--- src/rtl/multicycle_sequencer.sv ---
// multicycle_sequencer: multi-cycle control FSM for fetch/decode/execute/memory/writeback with a shared memory port
module multicycle_sequencer #(
    parameter int WORD        = 32,
    parameter int MEM_TIMEOUT = 16
) (
    input  logic            clk,
    input  logic            rst,
    input  logic            start,
    input  logic [WORD-1:0] instr,
    input  logic            memReady,
    output logic            memReq,
    output logic            memWe,
    output logic            addrSel,
    output logic            irWrite,
    output logic            mdrWrite,
    output logic            regWrite,
    output logic            pcWrite,
    output logic            halted,
    output logic            trap,
    output logic [1:0]      trapCause,
    output logic [WORD-1:0] instret
);
    typedef enum logic [2:0] {IDLE, FETCH, DECODE, EXEC, MEM, WB, HALT, TRAP} state_t;
    localparam int CW = MEM_TIMEOUT > 1 ? $clog2(MEM_TIMEOUT) : 1;
    state_t        state, state_next;
    logic [CW-1:0] wait_cnt;
    logic [1:0]    cause_next;
    logic [6:0]    opcode;
    logic          is_load, is_store, is_alu, is_ecall, timeout;
    assign opcode   = instr[6:0];
    assign is_load  = opcode == 7'b0000011;
    assign is_store = opcode == 7'b0100011;
    assign is_alu   = ((opcode == 7'b0010011 || opcode == 7'b0110011) && instr[14:12] == 3'b000) || opcode == 7'b0110111;
    assign is_ecall = opcode == 7'b1110011 && instr[31:7] == '0;
    // The final allowed wait cycle still completes if memReady arrives in it
    assign timeout  = wait_cnt == CW'(MEM_TIMEOUT - 1) && !memReady;
    assign halted   = state == HALT;
    assign trap     = state == TRAP;
    // Next-state and datapath strobes; IR/MDR strobes also depend on memReady
    always_comb begin
        state_next = state;
        cause_next = trapCause;
        memReq     = 1'b0;
        memWe      = 1'b0;
        addrSel    = 1'b0;
        irWrite    = 1'b0;
        mdrWrite   = 1'b0;
        regWrite   = 1'b0;
        pcWrite    = 1'b0;
        case (state)
            IDLE:   state_next = start ? FETCH : IDLE;
            FETCH: begin
                memReq     = 1'b1;
                irWrite    = memReady;
                state_next = memReady ? DECODE : timeout ? TRAP : FETCH;
                cause_next = timeout ? 2'd2 : trapCause;
            end
            DECODE: begin
                state_next = (is_load || is_store || is_alu) ? EXEC : is_ecall ? HALT : TRAP;
                cause_next = (is_load || is_store || is_alu || is_ecall) ? trapCause : 2'd1;
            end
            EXEC:   state_next = (is_load || is_store) ? MEM : WB;
            MEM: begin
                memReq     = 1'b1;
                addrSel    = 1'b1;
                memWe      = is_store;
                mdrWrite   = memReady && is_load;
                state_next = memReady ? WB : timeout ? TRAP : MEM;
                cause_next = timeout ? 2'd3 : trapCause;
            end
            WB: begin
                pcWrite    = 1'b1;
                regWrite   = !is_store;
                state_next = FETCH;
            end
            default: state_next = state;
        endcase
    end
    // State, wait counter (cleared on every state change), trap cause and retirement count
    always_ff @(posedge clk) begin
        if (rst) begin
            state     <= IDLE;
            wait_cnt  <= '0;
            trapCause <= 2'd0;
            instret   <= '0;
        end else begin
            state     <= state_next;
            wait_cnt  <= state_next != state ? '0 : wait_cnt + CW'(memReq && !memReady);
            trapCause <= cause_next;
            instret   <= instret + WORD'(state == WB || (state == DECODE && state_next == HALT));
        end
    end
endmodule

--- config.mk ---
export PLATFORM = sky130hd
export DESIGN_NAME = multicycle_sequencer
export DESIGN_NICKNAME = d
export VERILOG_FILES = /design/src/rtl/multicycle_sequencer.sv
export SDC_FILE = /design/constraint.sdc
export NUM_CORES = 1
export LEC_CHECK = 0
export CAP_MARGIN = 15
export CORE_AREA = 10 10 96 98
export DETAILED_ROUTE_END_ITERATION = 8
export DIE_AREA = 0 0 106 108
export PLACE_DENSITY = 0.55
export SYNTH_ARGS = -nofsm -noshare
export SYNTH_HDL_FRONTEND = slang
export SYNTH_SLANG_ARGS = --single-unit
--- constraint.sdc ---
create_clock -name clk -period 8.2 [get_ports clk]
set_input_delay 1.23 -clock clk [delete_from_list [all_inputs] [get_ports clk]]
set_output_delay 1.23 -clock clk [all_outputs]
set_load 0.01 [all_outputs]
==> implementation parameters, run 1 <==
Parameter                              Value

Die
  Die Outline Area ... 11400 um^2
  Floorplan die height ... roughly 110 um
  IO Count ... 79
  Horizontal die dimension ... 106 um
  Starting density of the core ... between 20 and 30%
  Core Footprint ... approximately 7400 um^2
  Row count ... 32

CTS
  Skew-Pair Late Insertion Delay ... 0.29 ns
  Maximum root-to-sink buffer count ... 2
  Clock tree from TritonCTS ... built
  Clock transition at path regs ... 0.07 ns
  Count of hold-fix buffers inserted at cts ... 0
  CTS resizes ... 0
  Clock Tree Root ... clkbuf_8
  CTS buffer count ... 5
  Number of sinks driven by the clock tree ... 41
  Post-CTS setup buffers ... 0
  Clock H-tree levels ... 2

STA
  Clock skew after layout ... 0.00693 ns
  Final Hold Violating Endpoints ... 0
  Final worst hold slack ... 0.496 ns
  Transition time at the pin with the least slew margin ... 0.628 ns
  Fmax achieved ... 234 MHz
  Pins Over Slew Limit ... 0
  Setup TNS ... 0 ns
  Worst slew slack as a fraction of its limit ... 58.0%
  Final setup slack of the worst path ... 3.93 ns
  Tmin final ... approximately 4.3 ns
  Tcrit/Tclk final ... a little over half
  Final setup violating endpoints ... 0
  Setup repair after global routing missed its margin ... no

Layout
  Final core utilization ... 41.6%
  Final-stage net count ... 377
  N_diodes ... 0
  Area growth from synthesis to layout ... 44.9%
  Final cell count without fillers ... 439
  Fin area ... just over 3000 um^2
  Share of layout cells above drive strength 1 ... 5.64%
  Most frequent cells in the layout ... clkdlybuf4s50_1, nor2_1, dfxtp_1
  Filler instances ... 813
  Leading cell type in the layout, fill and taps excluded ... clkdlybuf4s50_1

Worst setup path
  Startpoint of the worst register-to-register path ... state[1]$_SDFF_PP0_
  Startpoint types ... input pin
  Kind of critical path ... input pin to output port
  Required time of the worst setup path ... 6.97 ns
  Longest individual stage delay on the worst path ... 0.54 ns
  Dominant cell type by count on the critical path ... clkdlybuf4s50_1
  Arrival time worst endpoint ... around 3.0 ns
  Cells traversed along the worst timing path ... clkdlybuf4s50_1 > nor2_1 > nand3_1 > nor3_1 > and4b_1 > clkdlybuf4s50_1
  Last element of the critical path ... mdrWrite
  Crit. End Element ... output port
  Reg-to-reg setup timing slack ... 4.98 ns
  Worst R2R Path Depth ... 10
  Critical-path top delay cell ... clkdlybuf4s50_1
  Highest fanout seen on the critical path ... 5
  Worst flop-to-flop path endpoint ... instret[31]$_SDFF_PP0_
  Critical path launch point ... instr[2]

Routing
  Count of antenna-violating nets left after detailed routing ... 0
  Count of vias placed by the detailed router ... approximately 2.1k
  Number of vias per cell ... 4.80
  Wire length per cell after detailed routing ... ~14 um
  DR pass1 iterations ... 6
  Routed wire length ... about 6100 um
  DRC Markers ... 0
  DRC marker count from the first detailed-route iteration ... 85

Pwr
  Total power consumption of the routed design ... 0.408 mW
  Register share of total power ... 51.2%
  Worst voltage drop across the vdd grid ... 0.0447 mV
  Power per Cell Area ... 131 nW/um^2
  Static leakage ... 1.03 nW
  Switching share of total power ... approximately 25%
  Switching power summed over all nets ... ~0.10 mW
  Int Power ... 0.304 mW
  Combinational share of power ... 16.0%
  Part of the power in the clock network ... 32.8%

Synth
  Main flop type after synthesis ... dfxtp_1
  Synthesized instance count ... 260
  Unique cell type count in the Yosys netlist ... 46
  Number of flops mapped to enable cells by yosys ... 0
  FFs w/ async S/R, synth ... 0%
  Cell area after synthesis ... approximately 2100 um^2
  Yosys warning total ... 0
  Share of the synthesized area in the top cell type ... 38.3%
  Average instance area after synthesis ... 8.23 um^2
  Synthesized net count ... 300
  Register area share after synthesis ... about two fifths
  Leading post-synthesis cells by cell area ... dfxtp_1, xnor2_1, nor2_1, nor3_1, nand2_1
  Cell type with the largest total area after synthesis ... dfxtp_1
  Count of state elements after synthesis ... 41

Global routing
  GRT Resource Usage Total ... 10.6%
  Global-route wire length before repair ... 10100 um
  Global route total overflow ... 0
  Vias in the first global route ... 2148
  Antenna violations before repair ... 0
  Pin count of the biggest net entering global routing ... 40

Placed design
  Cells after DPL ... 432
  Weighted congestion at the end of routability-driven global placement ... between 0.7 and 0.8
  DP Area ... 3020 um^2
  Setup slack after placement ... 3.66 ns
  Number of input and output port buffers inserted ... 78
  HPWL reported at the end of detailed placement ... 4730 um

Status
  Outcome ... completed

Worst hold path
  Class of the tightest hold or removal check ... flip-flop to flip-flop

Flow run
  Max-capacitance violation count ... 0
[power by group through the flow]
stage | clock (mW) | sequential [mW] | combinational [mW]
5_1_grt | 0.146 | 0.209 | 0.0723
6_report | 0.134 | 0.209 | 0.0653
2_1_floorplan | 0 | 0.210 | 0.0345
4_1_cts | 0.138 | 0.208 | 0.0660
3_5_place_dp | 0 | 0.213 | 0.0656
3_3_place_gp | 0 | 0.213 | 0.0654
[critical path, delay by kind of cell]
family / cells / cell delay, ns
buf+inv: 2 / 1.02
simple gates: 4 / 0.78
[cells in the mapped netlist (2+ instances only)]
library cell   n
or3_1          7
ha_1           4
nand2_1       16
and3_1         3
nor3_1        14
nor4_2         3
nand2b_1       4
xnor2_1       20
a21oi_1       11
nand4_2        2
a221oi_1       2
inv_1         12
and4_1         4
nor4_1         9
nand3_1       10
o31ai_1        2
dfxtp_1       41
o21ai_0        8
clkbuf_1       8
nand4_1        5
xor2_1         5
nor2b_1        4
nor2_1        43
[layer usage]
metal / share of wire [%] / routed length [um] / track usage, % / vias to the layer above
met2: 41 / 2540 / 16.5 / 76
met1: 45 / 2750 / 11.6 / 950
met4: 1.2 / 76 / 3.38 / 0
met3: 12 / 760 / 6.72 / 8
met5: 0 / 0 / 0 / -
li1: - / - / - / 1073
[registers in the layout (all words and copies together), names as in the netlist]
signal,flops
instret,32
state,3
trapCause,2
wait_cnt,4
[cells by family after synthesis]
| family | share of synthesized area, % |
|---|---|
| AOI/OAI and AO/OA | 10.8 |
| adders and majority gates | 2.34 |
| DFF | 38.3 |
| xor gates and xnor gates | 10.2 |
| buffers and inverters | 4.03 |
| muxes | 0.468 |
| and+or+nand+nor | 33.8 |
[worst min-delay path by stage]
stage	from	to	slack [ns]	depth (start not counted)
5_1_grt	trapCause[0]$_SDFFE_PP0P_	trapCause[0]$_SDFFE_PP0P_	0.51	1
3_5_place_dp	trapCause[0]$_SDFFE_PP0P_	trapCause[0]$_SDFFE_PP0P_	0.47	1
4_1_cts	trapCause[0]$_SDFFE_PP0P_	trapCause[0]$_SDFFE_PP0P_	0.50	1
6_report	trapCause[0]$_SDFFE_PP0P_	trapCause[0]$_SDFFE_PP0P_	0.50	1
3_3_place_gp	trapCause[0]$_SDFFE_PP0P_	trapCause[0]$_SDFFE_PP0P_	0.46	1
2_1_floorplan	trapCause[1]$_SDFFE_PP0P_	trapCause[1]$_SDFFE_PP0P_	0.51	2
[layout make-up]
cell class | count | area (um^2) | share of cell area [%]
repair buffers | 79 | 788 | 25.4
multi-input cells | 198 | 1230 | 39.8
inverters | 12 | 45.0 | 1.45
well taps | 102 | 128 | 4.11
clock buffers | 7 | 86.3 | 2.78
flip-flops and latches | 41 | 821 | 26.5
(Power assumes the default switching activity.)
==> run 2: changes to the inputs <==
==> constraint.sdc (replaced) <==
create_clock -name clk -period 4.2 [get_ports clk]
set_input_delay 0.63 -clock clk [delete_from_list [all_inputs] [get_ports clk]]
set_output_delay 0.63 -clock clk [all_outputs]
set_load 0.01 [all_outputs]
==> run 2 against run 1 <==
Effect of this change: via count rose by 0.24%; clock power rose by 84%; global-route usage fell by 0.30 points; register-to-register slack got worse by 3.9 ns; largest cell class unchanged; largest power group unchanged.
==> implementation parameters, run 2 (synthesis results as in run 1) <==
Parameter                              Value

Status
  Outcome ... completed (unchanged)

Pwr
  Power per Cell Area ... 251 nW/um^2 (was 131 nW/um^2)
  Total power consumption of the routed design ... 0.780 mW (was 0.408 mW)
  Static leakage ... 1.04 nW (was 1.03 nW)
  Worst voltage drop across the vdd grid ... 0.118 mV (was 0.0447 mV)

STA
  Fmax achieved ... 285 MHz
  Setup TNS ... 0 ns (unchanged)
  Final setup violating endpoints ... 0 (unchanged)
  Pins Over Slew Limit ... 0 (unchanged)
  Final setup slack of the worst path ... 0.690 ns (was 3.93 ns)
  Final worst hold slack ... 0.485 ns (was 0.496 ns)
  Final Hold Violating Endpoints ... 0 (unchanged)
  Setup repair after global routing missed its margin ... no (unchanged)
  Clock skew after layout ... 0.00606 ns (was 0.00693 ns)
  Tcrit/Tclk final ... a little over four fifths
  Worst slew slack as a fraction of its limit ... 61.6% (was 58.0%)
  Tmin final ... between 3 and 4 ns
  Transition time at the pin with the least slew margin ... 0.577 ns (was 0.628 ns)

Layout
  N_diodes ... 0 (unchanged)
  Final-stage net count ... 378 (was 377)
  Regs by FF count ... instret (32), wait_cnt (4), state (3) (unchanged)
  Area growth from synthesis to layout ... 45.1% (was 44.9%)
  Fin area ... 3110 um^2 (was 3100 um^2)
  Most flop-heavy register ... instret (unchanged)
  Max reg flops ... 32 (unchanged)
  Leading cell type in the layout, fill and taps excluded ... clkdlybuf4s50_1 (unchanged)
  Most frequent cells in the layout ... clkdlybuf4s50_1, nor2_1, dfxtp_1 (unchanged)
  Filler instances ... 760 (was 813)
  Share of layout cells above drive strength 1 ... 6.19% (was 5.64%)

Die
  Floorplan die height ... 108 um (unchanged)
  Starting density of the core ... 28.7% (unchanged)
  IO Count ... 79 (unchanged)
  Core Footprint ... 7450 um^2 (unchanged)
  Horizontal die dimension ... 106 um (unchanged)
  Row count ... 32 (unchanged)
  Die Outline Area ... 11400 um^2 (unchanged)

CTS
  Clock transition at path regs ... 0.07 ns (about the same)
  CTS buffer count ... 5 (unchanged)
  Count of hold-fix buffers inserted at cts ... 0 (unchanged)
  Maximum root-to-sink buffer count ... 2 (unchanged)
  Clock H-tree levels ... 2 (unchanged)
  Number of sinks driven by the clock tree ... 41 (unchanged)
  Clock Tree Root ... clkbuf_8 (unchanged)
  CTS resizes ... 0 (unchanged)
  Post-CTS setup buffers ... 0 (unchanged)
  Skew-Pair Late Insertion Delay ... 0.29 ns (about the same)
  Clock tree from TritonCTS ... built (unchanged)

Worst setup path
  Highest fanout seen on the critical path ... 13 (was 5)
  Required time of the worst setup path ... 4.37 ns (was 6.97 ns)
  Startpoint of the worst register-to-register path ... state[1]$_SDFF_PP0_ (unchanged)
  Worst flop-to-flop path endpoint ... instret[24]$_SDFF_PP0_ (was instret[31]$_SDFF_PP0_)
  Dominant cell type by count on the critical path ... ha_1 (was clkdlybuf4s50_1)
  Critical path launch point ... instr[6] (was instr[2])
  Critical-path top delay cell ... clkdlybuf4s50_1 (unchanged)
  Cells traversed along the worst timing path ... clkdlybuf4s50_1 > nor4b_1 > nand4_1 > or3_1 > o21ai_0 > ha_1 > ha_1 > nand3_2 > or3_4 > nor4_1 > xnor2_1 > nor2_1 (was clkdlybuf4s50_1 > nor2_1 > nand3_1 > nor3_1 > and4b_1 > clkdlybuf4s50_1)
  Worst R2R Path Depth ... 11 (was 10)
  Startpoint types ... input pin (unchanged)
  Longest individual stage delay on the worst path ... 0.50 ns (was 0.54 ns)
  Buffers plus inverters on the worst setup path ... 1 (was 2)
  Reg-to-reg setup timing slack ... 1.12 ns (was 4.98 ns)
  Cell family with most CP delay ... simple AND/OR/NAND/NOR gates (was buffers and inverters)
  Crit. End Element ... flip-flop (was output port)
  Kind of critical path ... input pin to flip-flop (was input pin to output port)
  Arrival time worst endpoint ... 3.68 ns (was 3.04 ns)

Global routing
  Pin count of the biggest net entering global routing ... 29 (was 40)
  Global route total overflow ... 0 (unchanged)
  Global-route wire length before repair ... 9730 um (was 10100 um)
  Antenna violations before repair ... 0 (unchanged)
  GRT Resource Usage Total ... 10.3% (was 10.6%)
  Vias in the first global route ... 2071 (was 2148)

Routing
  DRC marker count from the first detailed-route iteration ... 52 (was 85)
  DRC Markers ... 0 (unchanged)
  Wire length per cell after detailed routing ... 13.5 um (was 13.9 um)
  Count of vias placed by the detailed router ... 2112 (was 2107)
  Number of vias per cell ... 4.79 (was 4.80)
  Count of antenna-violating nets left after detailed routing ... 0 (unchanged)
  DR pass1 iterations ... 4 (was 6)
  Routed wire length ... 5970 um (was 6120 um)

Worst hold path
  Source of the worst hold timing path ... trapCause[0]$_SDFFE_PP0P_ (unchanged)
  Sink of the worst hold path ... trapCause[0]$_SDFFE_PP0P_ (unchanged)
  Class of the tightest hold or removal check ... flip-flop to flip-flop (unchanged)
  Instance count along the most critical hold path ... 1 (unchanged)

Placed design
  Number of input and output port buffers inserted ... 78 (unchanged)
  HPWL reported at the end of detailed placement ... 4810 um (was 4730 um)
  DP Area ... 3020 um^2 (about the same)
  Setup slack after placement ... 0.350 ns (was 3.66 ns)
  Weighted congestion at the end of routability-driven global placement ... 0.788 (was 0.799)

Flow run
  Max-capacitance violation count ... 0 (unchanged)
[run 2: worst max path at each step]
stage                                   to  slack [ns]  cells past startpoint
global placement    instret[24]$_SDFF_PP0_        0.42                     12
finish              instret[24]$_SDFF_PP0_        0.69                     12
CTS                 instret[24]$_SDFF_PP0_        0.66                     12
global route        instret[24]$_SDFF_PP0_        0.42                     12
detailed placement  instret[24]$_SDFF_PP0_        0.35                     12
floorplan           instret[26]$_SDFF_PP0_        1.04                     12
[run 2: area by class of cell]
class | instances | area (um^2) | area share, %
Inverter | 12 | 45.0 | 1.45
Clock buffer | 6 | 72.6 | 2.34
Timing Repair Buffer | 80 | 796 | 25.6
Sequential cell | 41 | 821 | 26.4
Multi-Input combinational cell | 198 | 1230 | 39.7
Tap cell | 102 | 128 | 4.11
Clock inverter | 2 | 10.0 | 0.322
[run 2: power by group]
group          internal (mW)  switching (mW)
Sequential             0.395          0.0112
Combinational         0.0677          0.0588
Clock                  0.115           0.132
[run 2: per-layer routing]
metal / vias up / track usage (%) / routed length, um
met5: - / 0 / 0
met4: 0 / 3.68 / 89
met3: 8 / 6.96 / 812
met2: 80 / 16.0 / 2450
met1: 948 / 10.9 / 2620
li1: 1076 / - / -
[run 2: per-stage QoR]
step                      utilization, %  std cells
after global placement              40.6        433
after global routing                41.7        441
after CTS                           41.7        441
after detailed placement            40.6        433
after floorplan                        -        260
final                               41.7        441
